$ cat src/rtl/pcnt_pkg.sv
// rtl/pcnt_pkg.sv - shared widths, popcount result type and saturating adder for pcnt_binarize
package pcnt_pkg;

    localparam int WORD_W    = 64;
    localparam int PCNT_W    = 8;
    localparam int IDX_W     = $clog2(WORD_W);
    localparam int SAT_MAX_W = 32;

    typedef logic signed [PCNT_W-1:0] pcnt_t;

    // Adds two values held in SAT_MAX_W bits and clamps to the signed range of a w-bit field (w < SAT_MAX_W).
    function automatic logic signed [SAT_MAX_W-1:0] sat_add(
        input logic signed [SAT_MAX_W-1:0] a,
        input logic signed [SAT_MAX_W-1:0] b,
        input int unsigned                 w
    );
        logic signed [SAT_MAX_W:0] s;
        logic signed [SAT_MAX_W:0] hi;
        logic signed [SAT_MAX_W:0] lo;
        s  = (SAT_MAX_W+1)'(a) + (SAT_MAX_W+1)'(b);
        hi = ((SAT_MAX_W+1)'(1) << (w - 1)) - (SAT_MAX_W+1)'(1);
        lo = -hi - (SAT_MAX_W+1)'(1);
        if (s > hi) begin
            sat_add = hi[SAT_MAX_W-1:0];
        end else if (s < lo) begin
            sat_add = lo[SAT_MAX_W-1:0];
        end else begin
            sat_add = s[SAT_MAX_W-1:0];
        end
    endfunction

endpackage

$ cat src/rtl/bit_packer.sv
// rtl/bit_packer.sv - packs activation bits LSB-first into 64-bit words, emitting on a full word or last neuron
module bit_packer
    import pcnt_pkg::*;
(
    input  logic              clk,
    input  logic              rst,
    input  logic              bit_in,
    input  logic              bit_val,
    input  logic              last,
    output logic [WORD_W-1:0] stream_o,
    output logic              o_val
);

    logic [IDX_W-1:0]  bit_idx_q, bit_idx_d;
    logic [WORD_W-1:0] pack_q, pack_d;
    logic [WORD_W-1:0] stream_q, stream_d;
    logic              o_val_q, o_val_d;
    logic [WORD_W-1:0] pack_next;
    logic              emit;

    assign pack_next = pack_q | (WORD_W'(bit_in) << bit_idx_q);
    // A last neuron landing on bit 63 still yields a single word.
    assign emit      = bit_val && ((bit_idx_q == {IDX_W{1'b1}}) || last);

    always_comb begin
        bit_idx_d = bit_idx_q;
        pack_d    = pack_q;
        stream_d  = stream_q;
        o_val_d   = 1'b0;
        if (bit_val) begin
            if (emit) begin
                stream_d  = pack_next;
                o_val_d   = 1'b1;
                pack_d    = '0;
                bit_idx_d = '0;
            end else begin
                pack_d    = pack_next;
                bit_idx_d = bit_idx_q + IDX_W'(1);
            end
        end
    end

    always_ff @(posedge clk or negedge rst) begin
        if (!rst) begin
            bit_idx_q <= '0;
            pack_q    <= '0;
            stream_q  <= '0;
            o_val_q   <= 1'b0;
        end else begin
            bit_idx_q <= bit_idx_d;
            pack_q    <= pack_d;
            stream_q  <= stream_d;
            o_val_q   <= o_val_d;
        end
    end

    assign stream_o = stream_q;
    assign o_val    = o_val_q;

endmodule

$ cat src/rtl/pcnt_binarize.sv
// rtl/pcnt_binarize.sv - accumulates popcount chunks per neuron, thresholds, and packs bits into words
// Define PCNT_BINARIZE_SAT_EN for saturating accumulation; default build wraps modulo 2^ACC_W.
module pcnt_binarize
    import pcnt_pkg::*;
#(
    parameter int N_CHUNKS = 4,
    parameter int ACC_W    = 16
) (
    input  logic                    clk,
    input  logic                    rst,
    input  pcnt_t                   stream_i,
    input  logic                    i_val,
    input  logic                    last_i,
    input  logic signed [ACC_W-1:0] thresh_i,
    output logic [WORD_W-1:0]       stream_o,
    output logic                    o_val
);

    localparam int CNT_W = (N_CHUNKS > 1) ? $clog2(N_CHUNKS) : 1;
    localparam logic [CNT_W-1:0] LAST_CHUNK = CNT_W'(N_CHUNKS - 1);

    logic [CNT_W-1:0]        chunk_cnt_q, chunk_cnt_d;
    logic signed [ACC_W-1:0] acc_q, acc_d;
    logic signed [ACC_W-1:0] stream_ext;
    logic signed [ACC_W-1:0] sum;
    logic                    final_beat;
    logic                    act_bit;

    assign stream_ext = ACC_W'(stream_i);

`ifdef PCNT_BINARIZE_SAT_EN
    assign sum = ACC_W'(sat_add(SAT_MAX_W'(acc_q), SAT_MAX_W'(stream_ext), ACC_W));
`else
    assign sum = acc_q + stream_ext;
`endif

    assign final_beat = i_val && (chunk_cnt_q == LAST_CHUNK);
    assign act_bit    = (sum >= thresh_i);

    always_comb begin
        chunk_cnt_d = chunk_cnt_q;
        acc_d       = acc_q;
        if (i_val) begin
            if (final_beat) begin
                chunk_cnt_d = '0;
                acc_d       = '0;
            end else begin
                chunk_cnt_d = chunk_cnt_q + CNT_W'(1);
                acc_d       = sum;
            end
        end
    end

    always_ff @(posedge clk or negedge rst) begin
        if (!rst) begin
            chunk_cnt_q <= '0;
            acc_q       <= '0;
        end else begin
            chunk_cnt_q <= chunk_cnt_d;
            acc_q       <= acc_d;
        end
    end

    bit_packer u_packer (
        .clk      (clk),
        .rst      (rst),
        .bit_in   (act_bit),
        .bit_val  (final_beat),
        .last     (last_i),
        .stream_o (stream_o),
        .o_val    (o_val)
    );

endmodule

$ cat config.mk
export PLATFORM = sky130hd
export DESIGN_NAME = pcnt_binarize
export DESIGN_NICKNAME = d
export VERILOG_FILES = /design/src/rtl/pcnt_pkg.sv /design/src/rtl/bit_packer.sv /design/src/rtl/pcnt_binarize.sv
export SDC_FILE = /design/constraint.sdc
export NUM_CORES = 1
export LEC_CHECK = 0
export ABC_AREA = 1
export CAP_MARGIN = 20
export CORE_UTILIZATION = 55
export CTS_BUF_LIST = sky130_fd_sc_hd__clkbuf_8 sky130_fd_sc_hd__clkbuf_16
export DETAILED_ROUTE_END_ITERATION = 10
export GPL_TIMING_DRIVEN = 0
export PLACE_DENSITY = 0.81
export SETUP_SLACK_MARGIN = 0.1
export SKIP_LAST_GASP = 1
export SLEW_MARGIN = 10
export SYNTH_ARGS = -nofsm -noshare
export SYNTH_HDL_FRONTEND = slang
export SYNTH_HIERARCHICAL = 1
export SYNTH_SLANG_ARGS = --single-unit
$ cat constraint.sdc
create_clock -name clk -period 5.29 [get_ports clk]
set_input_delay 1.587 -clock clk [delete_from_list [all_inputs] [get_ports clk]]
set_output_delay 1.587 -clock clk [all_outputs]
set_load 0.01 [all_outputs]
==> results of run 1 <==
-- placed cells by master, fill, tap and decap left out, drive strengths merged --
master,instances
a21o,1
a21oi,25
a22o,1
and2,7
buf,47
bufinv,2
clkbuf,31
clkdlybuf4s50,90
clkinv,8
clkinvlp,1
dfrtp,153
fa,1
ha,33
inv,156
nand2,408
nand3,28
nand3b,2
nand4,35
nor2,115
nor3,5
o21ai,53
o21bai,18
o22ai,1
xnor2,4
xor2,7
-- routing by layer --
layer,vias up,part of all wire,global-route usage
met4,0,0.023,0.104
met2,287,0.47,0.469
li1,3623,-,-
met3,53,0.067,0.0600
met1,3470,0.44,0.380
met5,-,0,0
-- sequential cells by signal (all words and copies together) (netlist names) --
name / cells
acc_q: 16
chunk_cnt_q: 2
u_packer/bit_idx_q: 6
u_packer/o_val: 1
u_packer/pack_q: 64
u_packer/stream_o: 64
-- synthesized netlist by cell type, drive strengths merged --
cell / n
nand2: 408
dfrtp: 153
inv: 149
nor2: 115
o21ai: 53
nand4: 35
ha: 33
buf: 31
nand3: 28
a21oi: 25
o21bai: 18
clkbuf: 13
and2: 7
xor2: 7
nor3: 5
xnor2: 4
clkinv: 3
nand3b: 2
a21o: 1
a22o: 1
fa: 1
o22ai: 1
-- through the flow --
| step | cell area [sq um] | power [uW] | utilization | worst slack (ns) |
|---|---|---|---|---|
| finish | 10200 | 4320 | 0.701 | 0.234 |
| global placement | 9350 | 2910 | 0.643 | -3.55 |
| floorplan | 8190 | 2510 | - | 0.882 |
| detailed placement | 9380 | 2950 | 0.645 | -0.578 |
| global route | 10200 | 4590 | 0.701 | 0.0103 |
| CTS | 9970 | 4180 | 0.686 | 0.122 |
-- how the worst min path moves through the flow --
stage / from / end / slack, ns / depth (start not counted)
after global placement: chunk_cnt_q[1]$_DFFE_PN0P_ / chunk_cnt_q[1]$_DFFE_PN0P_ / 0.46 / 2
after global routing: u_packer/stream_o[42]$_DFFE_PN0P_ / u_packer/stream_o[42]$_DFFE_PN0P_ / 0.50 / 2
after CTS: u_packer/stream_o[42]$_DFFE_PN0P_ / u_packer/stream_o[42]$_DFFE_PN0P_ / 0.48 / 2
final: u_packer/stream_o[42]$_DFFE_PN0P_ / u_packer/stream_o[42]$_DFFE_PN0P_ / 0.48 / 2
after floorplan: chunk_cnt_q[1]$_DFFE_PN0P_ / chunk_cnt_q[1]$_DFFE_PN0P_ / 0.45 / 2
after detailed placement: u_packer/stream_o[19]$_DFFE_PN0P_ / u_packer/stream_o[19]$_DFFE_PN0P_ / 0.46 / 2
-- kinds of logic after synthesis --
logic type                 share of synthesized area
xor gates and xnor gates                      0.0136
AOI/OAI and AO/OA                             0.0678
and+or+nand+nor                                0.300
DFF                                            0.467
adders and majority gates                     0.0528
buffers and inverters                         0.0982
-- cell type report --
| cell class | instances | area (sq um) |
|---|---|---|
| Clock inverter | 15 | 165 |
| Timing Repair Buffer | 107 | 1050 |
| Fill cell | 1161 | 4340 |
| Buffer | 44 | 234 |
| Tap cell | 184 | 230 |
| Clock buffer | 17 | 425 |
| Sequential cell | 153 | 3830 |
| Inverter | 152 | 571 |
| Multi-Input combinational cell | 744 | 3680 |
-- what timing repair did --
action | in CTS | in global routing
setup endpoints to repair | 63 | 120
buffers inserted | 0 | 14
gates resized for setup | 2 | 41
cloned | 0 | 0
pin swaps | 0 | 16
-- power breakdown --
| part | total (uW) | switching, uW | internal (uW) |
|---|---|---|---|
| clock network | 1230 | 521 | 705 |
| registers | 1380 | 81.4 | 1290 |
| logic | 1710 | 1060 | 650 |
| total | 4320 | 1670 | 2650 |
-- worst max-delay path, stage by stage --
cell and delay, ns:
clkdlybuf4s50_1 0.47, ha_1 0.17, inv_1 0.05, fa_1 0.40
inv_1 0.10, nand4_1 0.10, nand2_2 0.12, nand2_1 0.08
nand2_1 0.07, nand2_1 0.06, and2_1 0.14, ha_1 0.28
nand4_1 0.15, nor3_2 0.25, nand2_1 0.10, nand2_1 0.06
nand2_1 0.06, nand3_2 0.14, nand3_2 0.15, nor2_4 0.25
nand2_1 0.20, nor2_2 0.19, o21ai_0 0.14, nand2_1 0.08
==> impl_metrics.toml, run 1 <==
[outcome]
status = "completed"

[synth]
synth_cells = 1093
yosys.area.top_type = "dfrtp_1"
syn_nets = 1155
ys_seq_area_frac = 0.467
syn_area_per_cell_sq_um = 7.50
syn_area_sq_um = 8190
synth_area_leaders = "dfrtp_1 (47%), nand2_1 (19%), inv_1 (6.7%)"
synth_top_area_share = 0.467
ys_ff_latch = 153
ys_types = 36
yosysWarnings = 6

[detailed_routing]
drt-pass1-iter-count = 8
antenna_left = 0
routed_wl_microns = 21200
drt_iter0_markers = 685
viasPerCell = 5.25
vias = 7433
drc_errors = 0
wl_per_cell_microns = 15.0

[timing]
hold_viol = 0
fin_crit_sh = 0.956
rsz0062_at_grt = "false"
tns_ns = 0
period_minus_slack_ns = 5.06
drv_slew = 0
slew_headroom = 0.613
worstMarginPinSlew_ns = 0.581
fmax_mhz = 198
hold_slack_ns = 0.477
fin_skew_ns = 0.0104
setup_viol = 0

[global_routing]
grt_util_all_layers = 0.288
overflow = 0
grt_pass1_vias = 6986
antenna_found_initial = 0
grt_max_degree = 94
grt_pass1_wl_microns = 33500

[finish]
diodes = 0
areaGrowthSynthToFinish_pct = 24.4
drive_gt1_frac = 0.0990
final_nets = 1281
final_cells = 1416

[pwr]
irDropWorstVdd_mv = 0.297
leakagePower_uw = 0.00522
power_density_nw_per_um2 = 423

[setup_path]
reg2reg_depth = 23
critPathCapture = "u_packer/stream_o[62]$_DFFE_PN0P_"
end_kind = "flop"
critPathMaxFanout = 6
crit_required_ns = 5.66
arrival_ns = 5.42
criticalPathCategory = "primary input to flop"
rrSetupSlack_ns = 1.51
reg2reg_from = "acc_q[0]$_DFFE_PN0P_"
worstReg2RegEnd = "u_packer/stream_o[62]$_DFFE_PN0P_"
cp-start-kind = "primary input"
crit_path_start = "stream_i[0]"

[cts]
clock_latency_ns = 0.43
cts_root_buf = "clkbuf_16"
cts_tree = "built"
cts_buffer_depth = 2
cts-htree-levels = 4
clock_sinks = 153
cts_hold_buf = 0
cts.clk_slew.worst_paths_ns = 0.06
cts_made_buffers = 17

[die]
initial_utilization = 0.564
core_area_sq_um = 14500
dieArea_sq_um = 15400
pin_count = 93
rows = 44
dieHeight_microns = 124
die_x_microns = 124

[run]
cap_violations = 0

[place]
gp_congestion = 0.960
place.port_buffers = 92
dp_hpwl_microns = 15100
dp_cells = 1370

[hold_path]
hold_path.class = "flop to flop"
Power figures use the tool's default switching activity.
==> inputs of run 2 (changes only) <==
--- a/config.mk
+++ b/config.mk
@@ -7,15 +7,15 @@
 export LEC_CHECK = 0
 export ABC_AREA = 1
 export CAP_MARGIN = 20
-export CORE_UTILIZATION = 55
+export CORE_UTILIZATION = 51
 export CTS_BUF_LIST = sky130_fd_sc_hd__clkbuf_8 sky130_fd_sc_hd__clkbuf_16
+export CTS_CLUSTER_SIZE = 40
 export DETAILED_ROUTE_END_ITERATION = 10
 export GPL_TIMING_DRIVEN = 0
-export PLACE_DENSITY = 0.81
+export PLACE_DENSITY = 0.8
 export SETUP_SLACK_MARGIN = 0.1
 export SKIP_LAST_GASP = 1
 export SLEW_MARGIN = 10
 export SYNTH_ARGS = -nofsm -noshare
 export SYNTH_HDL_FRONTEND = slang
-export SYNTH_HIERARCHICAL = 1
 export SYNTH_SLANG_ARGS = --single-unit
==> constraint.sdc (replaced) <==
create_clock -name clk -period 4.5 [get_ports clk]
set_input_delay 1.35 -clock clk [delete_from_list [all_inputs] [get_ports clk]]
set_output_delay 1.35 -clock clk [all_outputs]
set_load 0.01 [all_outputs]
==> run 2 against run 1 <==
Cell count is 13% lower. Area after synthesis is 6.2% lower. Clock-buffer cell count is 1 higher. Setup slack worse by 0.098 ns. Critical path depth is 3 higher. First-iteration DRC count is 3.5% higher. Sequential cell count stayed put.
==> impl_metrics.toml, run 2 <==
[cts]
clock_latency_ns = 0.43
cts_made_buffers = 17
cts-htree-levels = 4
clock_sinks = 153
cts_hold_buf = 0
cts_tree = "built"
cts_buffer_depth = 2
cts_root_buf = "clkbuf_16"
cts.clk_slew.worst_paths_ns = 0.06

[synth]
yosysMostFrequentCell = "nand2_1"
yosysWarnings = 0
ys_seq_area_frac = 0.498
synthArstFlopShare = 1.00
synth_edf_count = 0
syn_area_per_cell_sq_um = 8.45
syn_nets = 971
synth_area_leaders = "dfrtp_1 (50%), nand2_1 (12%), ha_1 (5.4%)"
synth_top_area_share = 0.498
ys.flop_type = "dfrtp_1"
ys_ff_latch = 153
synth_cells = 909
synth_commonest_cells = "nand2_1 (253), dfrtp_1 (153), inv_1 (88)"
ys_types = 37
syn_area_sq_um = 7680
yosys.area.top_type = "dfrtp_1"

[global_routing]
grt_max_degree = 103
antenna_found_initial = 0
grt_pass1_vias = 6817
overflow = 0
grt_pass1_wl_microns = 33900
grt_util_all_layers = 0.276

[die]
die_x_microns = 125
dieArea_sq_um = 15600
core_area_sq_um = 14600
initial_utilization = 0.527
dieHeight_microns = 125
pin_count = 93
rows = 44

[pwr]
irDropWorstVdd_mv = 0.425
power_density_nw_per_um2 = 623
leakagePower_uw = 0.00481
p_total_uw = 6320

[place]
dp_hpwl_microns = 13500
pre_cts_ws_ns = -0.953
gp_congestion = 0.917
place.port_buffers = 92

[timing]
fin_crit_sh = 0.970
hold_viol = 0
fin_skew_ns = 0.0115
rsz0062_at_grt = "true"
fmax_mhz = 229
drv_slew = 0
layout_setup_ws_ns = 0.137
worstMarginPinSlew_ns = 0.675
period_minus_slack_ns = 4.36
setup_viol = 0
slew_headroom = 0.550
tns_ns = 0
hold_slack_ns = 0.475

[detailed_routing]
drc_errors = 0
vias = 6942
viasPerCell = 5.61
drt-pass1-iter-count = 6
wl_per_cell_microns = 17.2
routed_wl_microns = 21200
antenna_left = 0
drt_iter0_markers = 709

[setup_path]
crit_required_ns = 4.85
crit_path_start = "stream_i[5]"
critPathMaxFanout = 5
slowest_stage = "ha_4"
reg2reg_from = "acc_q[2]$_DFFE_PN0P_"
end_kind = "flop"
criticalPathCategory = "primary input to flop"
arrival_ns = 4.71
slowest_delay_ns = 0.36
cp-start-kind = "primary input"
rrSetupSlack_ns = 0.75

[hold_path]
min_from = "u_packer.stream_o[59]$_DFFE_PN0P_"
hold_path.class = "flop to flop"

[finish]
fin_util = 0.695
diodes = 0
final_nets = 1102
drive_gt1_frac = 0.157
layout_commonest_cell = "nand2_1"
layout_common_cells = "nand2_1 (240), dfrtp_1 (153), inv_1 (86), clkdlybuf4s50_1 (83), a21oi_1 (57)"
areaGrowthSynthToFinish_pct = 32.0

[run]
cap_violations = 0

[outcome]
status = "completed"
-- run 2: area by class of cell --
cell class / instances / area, sq um
Fill cell: 1073 / 4450
Sequential cell: 153 / 3830
Multi-Input combinational cell: 618 / 3810
Timing Repair Buffer: 112 / 1080
Clock buffer: 18 / 439
Inverter: 94 / 353
Tap cell: 184 / 230
Buffer: 44 / 203
Clock inverter: 14 / 198
-- run 2: through the flow --
step,instances,area (sq um)
final,1237,10100
after global routing,1237,10100
after CTS,1229,9790
after detailed placement,1186,8870
after global placement,1185,8830
after floorplan,909,7680
-- run 2: report_power, final --
part / switching, uW / leakage, uW / internal (uW)
Clock: 592 / 0.000312 / 947
Sequential: 163 / 0.00207 / 1600
Combinational: 1750 / 0.00242 / 1270
Total: 2510 / 0.00481 / 3810
-- run 2: what timing repair did --
action	in CTS	in global routing
gates resized for setup	51	84
pin swaps	16	43
gates cloned	1	0
buffers inserted	10	8
setup endpoints to repair	128	128
-- run 2: cells by family after synthesis --
group | count (synthesis) | share of synthesized area
xor gates and xnor gates | 15 | 0.0171
buffers and inverters | 138 | 0.0723
DFF | 153 | 0.498
adders and majority gates | 34 | 0.0564
AOI/OAI and AO/OA | 195 | 0.147
and+or+nand+nor | 374 | 0.209
-- run 2: per-layer routing --
layer	vias up	GRT usage	routed length (microns)
li1	3246	-	-
met1	3376	0.364	9010
met2	268	0.440	10300
met3	52	0.0644	1370
met4	0	0.105	541
met5	-	0	0
-- run 2: critical path: cells and delay by family --
| kind | cells | cell delay [ns] |
|---|---|---|
| adders and majority gates | 2 | 0.62 |
| buffers and inverters | 5 | 0.63 |
| and+or+nand+nor | 17 | 1.78 |
| AOI/OAI and AO/OA | 3 | 0.34 |
-- run 2: final timing paths --
| kind | to | depth (start not counted) |
|---|---|---|
| max | u_packer.pack_q[48]$_DFFE_PN0P_ | 27 |
| min | u_packer.stream_o[59]$_DFFE_PN0P_ | 2 |
| max reg2reg | u_packer.pack_q[48]$_DFFE_PN0P_ | 24 |
| min reg2reg | u_packer.stream_o[59]$_DFFE_PN0P_ | 2 |
| max in group asynchronous | u_packer.pack_q[50]$_DFFE_PN0P_ | 2 |
| min in group asynchronous | acc_q[7]$_DFFE_PN0P_ | 1 |
==> inputs of run 3 (changes only) <==
--- a/config.mk
+++ b/config.mk
@@ -9,13 +9,15 @@
 export CAP_MARGIN = 20
 export CORE_UTILIZATION = 51
 export CTS_BUF_LIST = sky130_fd_sc_hd__clkbuf_8 sky130_fd_sc_hd__clkbuf_16
+export CTS_CLUSTER_DIAMETER = 40
 export CTS_CLUSTER_SIZE = 40
 export DETAILED_ROUTE_END_ITERATION = 10
 export GPL_TIMING_DRIVEN = 0
-export PLACE_DENSITY = 0.8
+export PLACE_DENSITY = 0.79
 export SETUP_SLACK_MARGIN = 0.1
 export SKIP_LAST_GASP = 1
-export SLEW_MARGIN = 10
+export SLEW_MARGIN = 30
 export SYNTH_ARGS = -nofsm -noshare
 export SYNTH_HDL_FRONTEND = slang
+export SYNTH_HIERARCHICAL = 1
 export SYNTH_SLANG_ARGS = --single-unit
==> run 3 against run 2 <==
Maximum frequency barely moved. Critical path depth fell by 3. First-iteration DRC count fell by 8.7%. Global-route usage rose by 1.4 points. Die area rose by 6.5%. Register-to-register slack improved by 0.16 ns. Critical path type unchanged.
==> impl_metrics.toml, run 3 (same netlist as run 1, synthesis figures left out) <==
[timing]
slew_headroom = 0.541
fmax_mhz = 229
fin_crit_sh = 0.970
setup_viol = 0
drv_slew = 0
layout_setup_ws_ns = 0.135
fin_skew_ns = 0.0150
rsz0062_at_grt = "true"
period_minus_slack_ns = 4.37
worstMarginPinSlew_ns = 0.688
hold_viol = 0

[setup_path]
critPathMaxFanout = 9
worstReg2RegEnd = "u_packer/pack_q[27]$_DFFE_PN0P_"
crit_required_ns = 4.86
criticalPathCategory = "primary input to flop"
cp-start-kind = "primary input"
reg2reg_depth = 23
arrival_ns = 4.73
reg2reg_from = "acc_q[7]$_DFFE_PN0P_"
rrSetupSlack_ns = 0.91
end_kind = "flop"

[detailed_routing]
drt_iter0_markers = 647
drc_errors = 0
wl_per_cell_microns = 15.6
routed_wl_microns = 22800
viasPerCell = 5.18
antenna_left = 0
wirelength_met1_microns = 9630
drt-pass1-iter-count = 6
met2_length_microns = 10900
route.met3.wl_microns = 1610
highest_layer = "met4"
vias = 7575

[cts]
cts-htree-levels = 4
clock_latency_ns = 0.43
cts_hold_buf = 0
cts.clk_slew.worst_paths_ns = 0.06
cts_tree = "built"
cts_buffer_depth = 2
cts_root_buf = "clkbuf_16"
cts_made_buffers = 17
clock_sinks = 153

[global_routing]
grt_pass1_wl_microns = 36400
overflow = 0
grt_max_degree = 68
antenna_found_initial = 0
grt_pass1_vias = 7367
grt_util_all_layers = 0.289

[pwr]
p_total_uw = 5460
irDropWorstVdd_mv = 0.317
switching_share = 0.395
switching_power_uw = 2160
p_comb_frac = 0.449
p_seq_frac = 0.301
leakagePower_uw = 0.00536
p_clk_frac = 0.250
p_int_uw = 3300
power_density_nw_per_um2 = 511

[run]
cap_violations = 0

[place]
dp_hpwl_microns = 15200
pre_cts_ws_ns = -1.18
gp_congestion = 0.957
dp_cells = 1398
place.port_buffers = 92

[finish]
areaGrowthSynthToFinish_pct = 30.5
drive_gt1_frac = 0.154
fill_cells = 1200
final_nets = 1301
layout_commonest_cell = "nand2_1"
layout_common_cells = "nand2_1 (380), dfrtp_1 (153), inv_1 (145), nor2_1 (102), clkdlybuf4s50_1 (83)"
final_cells = 1463
diodes = 0

[die]
rows = 45
dieHeight_microns = 129
die_x_microns = 129
pin_count = 93
dieArea_sq_um = 16600
initial_utilization = 0.531
core_area_sq_um = 15400

[hold_path]
worstHoldEndpoint = "u_packer/stream_o[48]$_DFFE_PN0P_"
min_from = "u_packer/stream_o[48]$_DFFE_PN0P_"
hold_path_depth = 2
hold_path.class = "flop to flop"

[outcome]
status = "completed"
run 3: power groups by stage:
stage,clock (uW),sequential [uW],combinational [uW]
after floorplan,0,1640,1310
after CTS,1380,1630,2190
after detailed placement,0,1630,1840
after global routing,1450,1660,2690
final,1370,1640,2450
after global placement,0,1630,1790
run 3: repair_timing:
item / in CTS / in global routing
resized for setup: 78 / 36
pin swaps: 36 / 23
buffers inserted: 29 / 5
endpoints found under the setup margin: 128 / 129
run 3: worst max-delay path, stage by stage:
cell,delay (ns)
clkbuf_4,0.21
ha_2,0.42
nand2_1,0.07
inv_1,0.10
nand2_1,0.09
inv_1,0.06
nand2_1,0.07
nand2_1,0.07
nand2_1,0.07
and2_1,0.15
ha_1,0.31
nand2_1,0.09
nand2_1,0.07
nand3_1,0.08
nand2_1,0.11
a21oi_2,0.18
nand3_1,0.14
nand3_4,0.17
nand3_4,0.12
nor2_4,0.24
nand2_2,0.15
o21bai_1,0.23
nand2_1,0.08
nor2_1,0.09
run 3: worst max path at each step:
stage | end | startpoint | slack [ns] | cells after the start
after floorplan | u_packer/pack_q[59]$_DFFE_PN0P_ | stream_i[0] | 0.33 | 23
after global placement | u_packer/stream_o[23]$_DFFE_PN0P_ | rst | -4.17 | 1
after detailed placement | u_packer/pack_q[43]$_DFFE_PN0P_ | stream_i[7] | -1.18 | 22
after CTS | u_packer/pack_q[25]$_DFFE_PN0P_ | stream_i[7] | 0.11 | 22
after global routing | u_packer/pack_q[51]$_DFFE_PN0P_ | stream_i[1] | -0.03 | 24
final | u_packer/pack_q[27]$_DFFE_PN0P_ | stream_i[7] | 0.13 | 24
run 3: metrics by stage:
stage | utilization | cell area [sq um] | hold WS, ns | TNS [ns]
after floorplan | - | 8190 | 0.446 | 0
after global placement | 0.608 | 9380 | 0.460 | -735.92
after detailed placement | 0.612 | 9440 | 0.464 | -113.03
after CTS | 0.681 | 10500 | 0.481 | 0
after global routing | 0.693 | 10700 | 0.501 | -0.0348
final | 0.693 | 10700 | 0.477 | 0
run 3: metal layers:
layer  global-route usage  up-vias
met5                    0        -
met4                0.139        0
met3               0.0723       61
met2                0.457      308
met1                0.374     3520
li1                     -     3686
run 3: final cells by class:
class / count / area (sq um) / share of cell area
tap: 211 / 264 / 0.0247
timing repair buffer: 127 / 1230 / 0.115
buffer: 44 / 234 / 0.0219
inverter: 152 / 571 / 0.0534
clock buffer: 18 / 439 / 0.0411
multi-input combinational: 744 / 4000 / 0.374
sequential: 153 / 3830 / 0.358
clock inverter: 14 / 125 / 0.0117
==> RTL edit 1 (flow settings as in run 3) <==
Build with the macro `PCNT_BINARIZE_SAT_EN` defined.
--- a/src/rtl/pcnt_binarize.sv
+++ b/src/rtl/pcnt_binarize.sv
@@ -2,2 +2,4 @@
 // Define PCNT_BINARIZE_SAT_EN for saturating accumulation; default build wraps modulo 2^ACC_W.
+`define PCNT_BINARIZE_SAT_EN
+
 module pcnt_binarize
Check against the original RTL: same outputs for any inputs over 4 cycles, from zero or initial values and one cycle with rst low; that may be too few to reach the edited logic, so the function may still have changed.
==> RTL edit 1 against run 3 <==
  * The flow now finishes with violations (negative setup slack)
  * Area after synthesis up 2.5%
  * Count of clock-buffer cells in the layout is the same
  * Total power rose by 25%
  * Critical path depth up 5
  * Setup slack got worse by 360 ps
  * Sequential cell count stayed put
  * Non-clock buffer count up 10
  * Final area up 7.5%
  * Wire length increased by 13%
  * Largest power group unchanged
  * Highest routed layer unchanged
==> RTL edit 1: results (changes against run 3) <==
status complete, but fails checks; failing checks negative setup slack; vias in the first global route 7536 (+2.3%); share of layout cells above drive strength 1 0.216 (+0.0620); Sw Ratio 0.421 (+0.0256); setup_tns -15450 ps (-15450 ps); setup slack after layout -227 ps (-362 ps); fin nets 1336 (+2.7%); Synth Area in Adders 0.0530 (+0.000207); post-placement cell count 1428 (+2.1%); Max VDD drop 0.390 mV (+23%); combinational group power 0.00367 W (+50%); WL/cell 17.1 um (+9.7%); worst setup path start stream_i[5]; final setup violation count 127 (+127); Worst Reg-to-Reg Cells 29 (+26%); syn_area_per_cell 7.50 um2 (+0.11%); GRT Resource Usage Total 0.292 (+0.00267); Netlist cell types 37 (+2.8%); last element of the critical path u_packer/pack_q[0]; reg2reg start acc_q[0]; Placer Congestion 0.971 (+1.5%); Worst Skew 14.2 ps (-0.732 ps); commonest cells in the netlist nand2_1, dfrtp_1, inv_1; CP max-delay cell ha_4; largest net degree at the start of global routing 82 (+21%); Leak 5.70 nW (+6.4%); vias per cell 5.43 (+4.9%); # resized after CTS 110 (+41%); synth top area cells dfrtp_1, nand2_1, inv_1, ha_1, nor2_1; initial drt markers 863 (+33%); first-pass GRT wire length 37500 um (+3.0%); register area share after synthesis 0.456 (-0.0113); FILL cells 1168 (-2.7%); crit-path max cell delay 290 ps (-130 ps)
[RTL edit 1: cell types whose count changed after synthesis, sizes merged, moves of 4 or more]
cell,delta
a21oi,+4
and2,-5
inv,-15
nand2,+42
nand3,-4
xor2,+4
[RTL edit 1: cell type report]
| class | count | area, um2 | share of cell area |
|---|---|---|---|
| sequential | 153 | 3830 | 0.333 |
| clock inverter | 14 | 158 | 0.0137 |
| buffer | 46 | 269 | 0.0234 |
| clock buffer | 18 | 439 | 0.0382 |
| timing repair buffer | 135 | 1370 | 0.119 |
| tap | 216 | 270 | 0.0235 |
| inverter | 138 | 518 | 0.0451 |
| multi-input combinational | 782 | 4640 | 0.404 |
[RTL edit 1: how the worst min path moves through the flow]
stage / start / to / slack (ps)
after floorplan: chunk_cnt_q[1] / chunk_cnt_q[1] / 450
after global placement: u_packer/stream_o[51] / u_packer/stream_o[51] / 460
after detailed placement: u_packer/stream_o[29] / u_packer/stream_o[29] / 460
after CTS: u_packer/stream_o[49] / u_packer/stream_o[49] / 480
after global routing: u_packer/stream_o[52] / u_packer/stream_o[52] / 490
final: u_packer/stream_o[31] / u_packer/stream_o[31] / 480
[RTL edit 1: worst max-delay path: cells and delay by family]
kind	cells	cell delay [ps]
fa+ha+maj	2	560
simple gates	20	2120
buf+inv	6	810
compound gates	1	210
[RTL edit 1: through the flow]
step	area [um2]	utilization
2_1_floorplan	8540	-
4_1_cts	11000	0.690
3_5_place_dp	9760	0.610
3_3_place_gp	9730	0.608
6_report	11500	0.718
5_1_grt	11500	0.718
[RTL edit 1: metal layers]
| layer | global-route usage | part of all wire |
|---|---|---|
| met5 | 0 | 0 |
| met4 | 0.150 | 0.040 |
| met3 | 0.0718 | 0.088 |
| met2 | 0.445 | 0.46 |
| met1 | 0.387 | 0.41 |
==> RTL edit 2 (config.mk and constraints of run 3) <==
Without the edit above. Make the reset (`rst`) synchronous in 2 clocked blocks.
--- a/src/rtl/bit_packer.sv
+++ b/src/rtl/bit_packer.sv
@@ -42,3 +42,3 @@
 
-    always_ff @(posedge clk or negedge rst) begin
+    always_ff @(posedge clk) begin
         if (!rst) begin
--- a/src/rtl/pcnt_binarize.sv
+++ b/src/rtl/pcnt_binarize.sv
@@ -53,3 +53,3 @@
 
-    always_ff @(posedge clk or negedge rst) begin
+    always_ff @(posedge clk) begin
         if (!rst) begin
Formal check against the unedited RTL: not equivalent (Yosys sat finds a counterexample within 10 cycles, from zero or initial values and one cycle with rst low; the reset may be asserted at any time).
==> RTL edit 2 against run 3 <==
  * Sequential cell count unchanged
  * Wire length decreased by 8.5%
  * Setup slack improved by 38 ps
  * Largest cell class unchanged
  * Non-clock buffer count decreased by 23
  * Critical path depth decreased by 4
  * Final area decreased by 7.6%
  * Area after synthesis decreased by 8.4%
  * Global-route usage decreased by 1.1 points
  * Core utilization increased by 0.78 points
  * Count of clock-buffer cells in the layout unchanged
Power is not compared: it rests on default switching activity, and its combinational part moved more than twofold at a synthesized area within 25%.
==> RTL edit 2: results (changes against run 3) <==
initial drt markers 701 (+8.3%); vias per cell 5.18 (about the same); ys async rst share 0 (-1.00); first-pass GRT wire length 32300 um (-11%); commonest cells in the netlist nand2_1, dfxtp_1, inv_1; Reg2Reg Setup Slack 1010 ps (+100 ps); GRT Resource Usage Total 0.279 (-0.0105); FF+latch area 0.00306 mm2 (-20%); WHS 450 ps (-27.2 ps); Final Critical Period 4330 ps (-37.9 ps); Non-clock buffer share 0.133 (-0.00357); Pre-Repair DR Iteration Count 5 (-1); slew at the pin with the worst max-slew slack 680 ps (-8.32 ps); FILL cells 1131 (-5.8%); Non-CTS buffers 148 (-13%); met3 GRT Util 0.0641 (-0.00823); met2 usage 0.446 (-0.0117); worst setup path start stream_i[2]; vias in the first global route 6770 (-8.1%); DRT met1 WL 9330 um (-3.1%); inverters 148 (-2.6%); XOR/XNOR share of the synthesized area 0.0105 (-0.00308); metal3 WL 1490 um (-7.3%); Clk pwr share 0.418; # Post-CTS Setup Buffers 7 (-76%); pre-CTS setup slack -1290 ps (-115 ps); Worst Skew 7.48 ps (-7.48 ps); Arr. time, crit path 4700 ps (-30 ps); hold endpoint u_packer/stream_o[34]; antenna violations before repair 0 (unchanged); reg2reg start acc_q[0]; GRT met1 Usage 0.370 (-0.00359); max layer used met4; Placer Congestion 0.939 (-1.8%); Met2 Routed Length 9630 um (-11%); multi-input gate share of total cell area 0.417 (+0.0424); last element of the critical path u_packer/pack_q[15]; clock network area share 0.0609 (+0.00814); fin nets 1288 (-1.0%); drt total wl 20800 um (-8.5%); share of layout cells above drive strength 1 0.131 (-0.0234); Synth Area in Compound Gates 0.0824 (+0.0146); synth top area cells dfxtp_1, nand2_1, inv_1, ha_1, nor2_1; area post-placement 0.00865 mm2 (-8.4%); hold path start u_packer/stream_o[34]; Mapped Cells 1103 (+0.91%); Seq. pwr 0.00139 W; sequential fraction of total cell area 0.310 (-0.0481); DP Wirelength 14100 um (-7.2%); # resized after CTS 70 (-10%); Finished Layout Cells 1419 (-3.0%); crit path max fanout 4 (-5); register area share after synthesis 0.408 (-0.0590); worst r2r dst u_packer/pack_q[15]; status finished clean; syn nets 1165 (+0.87%); comb_multi_in 758 (+1.9%); Netlist cell types 34 (-5.6%); Rows 43 (-4.4%)
==> RTL edit 2: changes by cell type after synthesis, moves of 6 or more <==
| cell | before | now |
|---|---|---|
| a21oi_1 | 24 | 47 |
| dfrtp_1 | 153 | 0 |
| buf_2 | 16 | 8 |
| o21ai_1 | 24 | 0 |
| nand4_1 | 35 | 26 |
| o21ai_0 | 28 | 45 |
| nor2_2 | 8 | 1 |
| buf_6 | 1 | 11 |
| dfxtp_1 | 0 | 153 |
| buf_4 | 11 | 5 |
| nand3_1 | 27 | 40 |
==> RTL edit 2: worst max-delay path, cell delays in order <==
cell,delay (ps)
dlygate4sd2_1,260
ha_4,260
or2_1,250
nand3_1,130
nand2_2,100
nand2_1,90
nand3_1,90
and2_1,170
ha_1,300
a21oi_1,270
a21oi_4,100
nor2_4,140
nand3_2,110
nand3_4,170
nand2_8,100
nor2_4,180
nand2_1,120
o21bai_1,240
o21ai_0,160
nor2_1,110
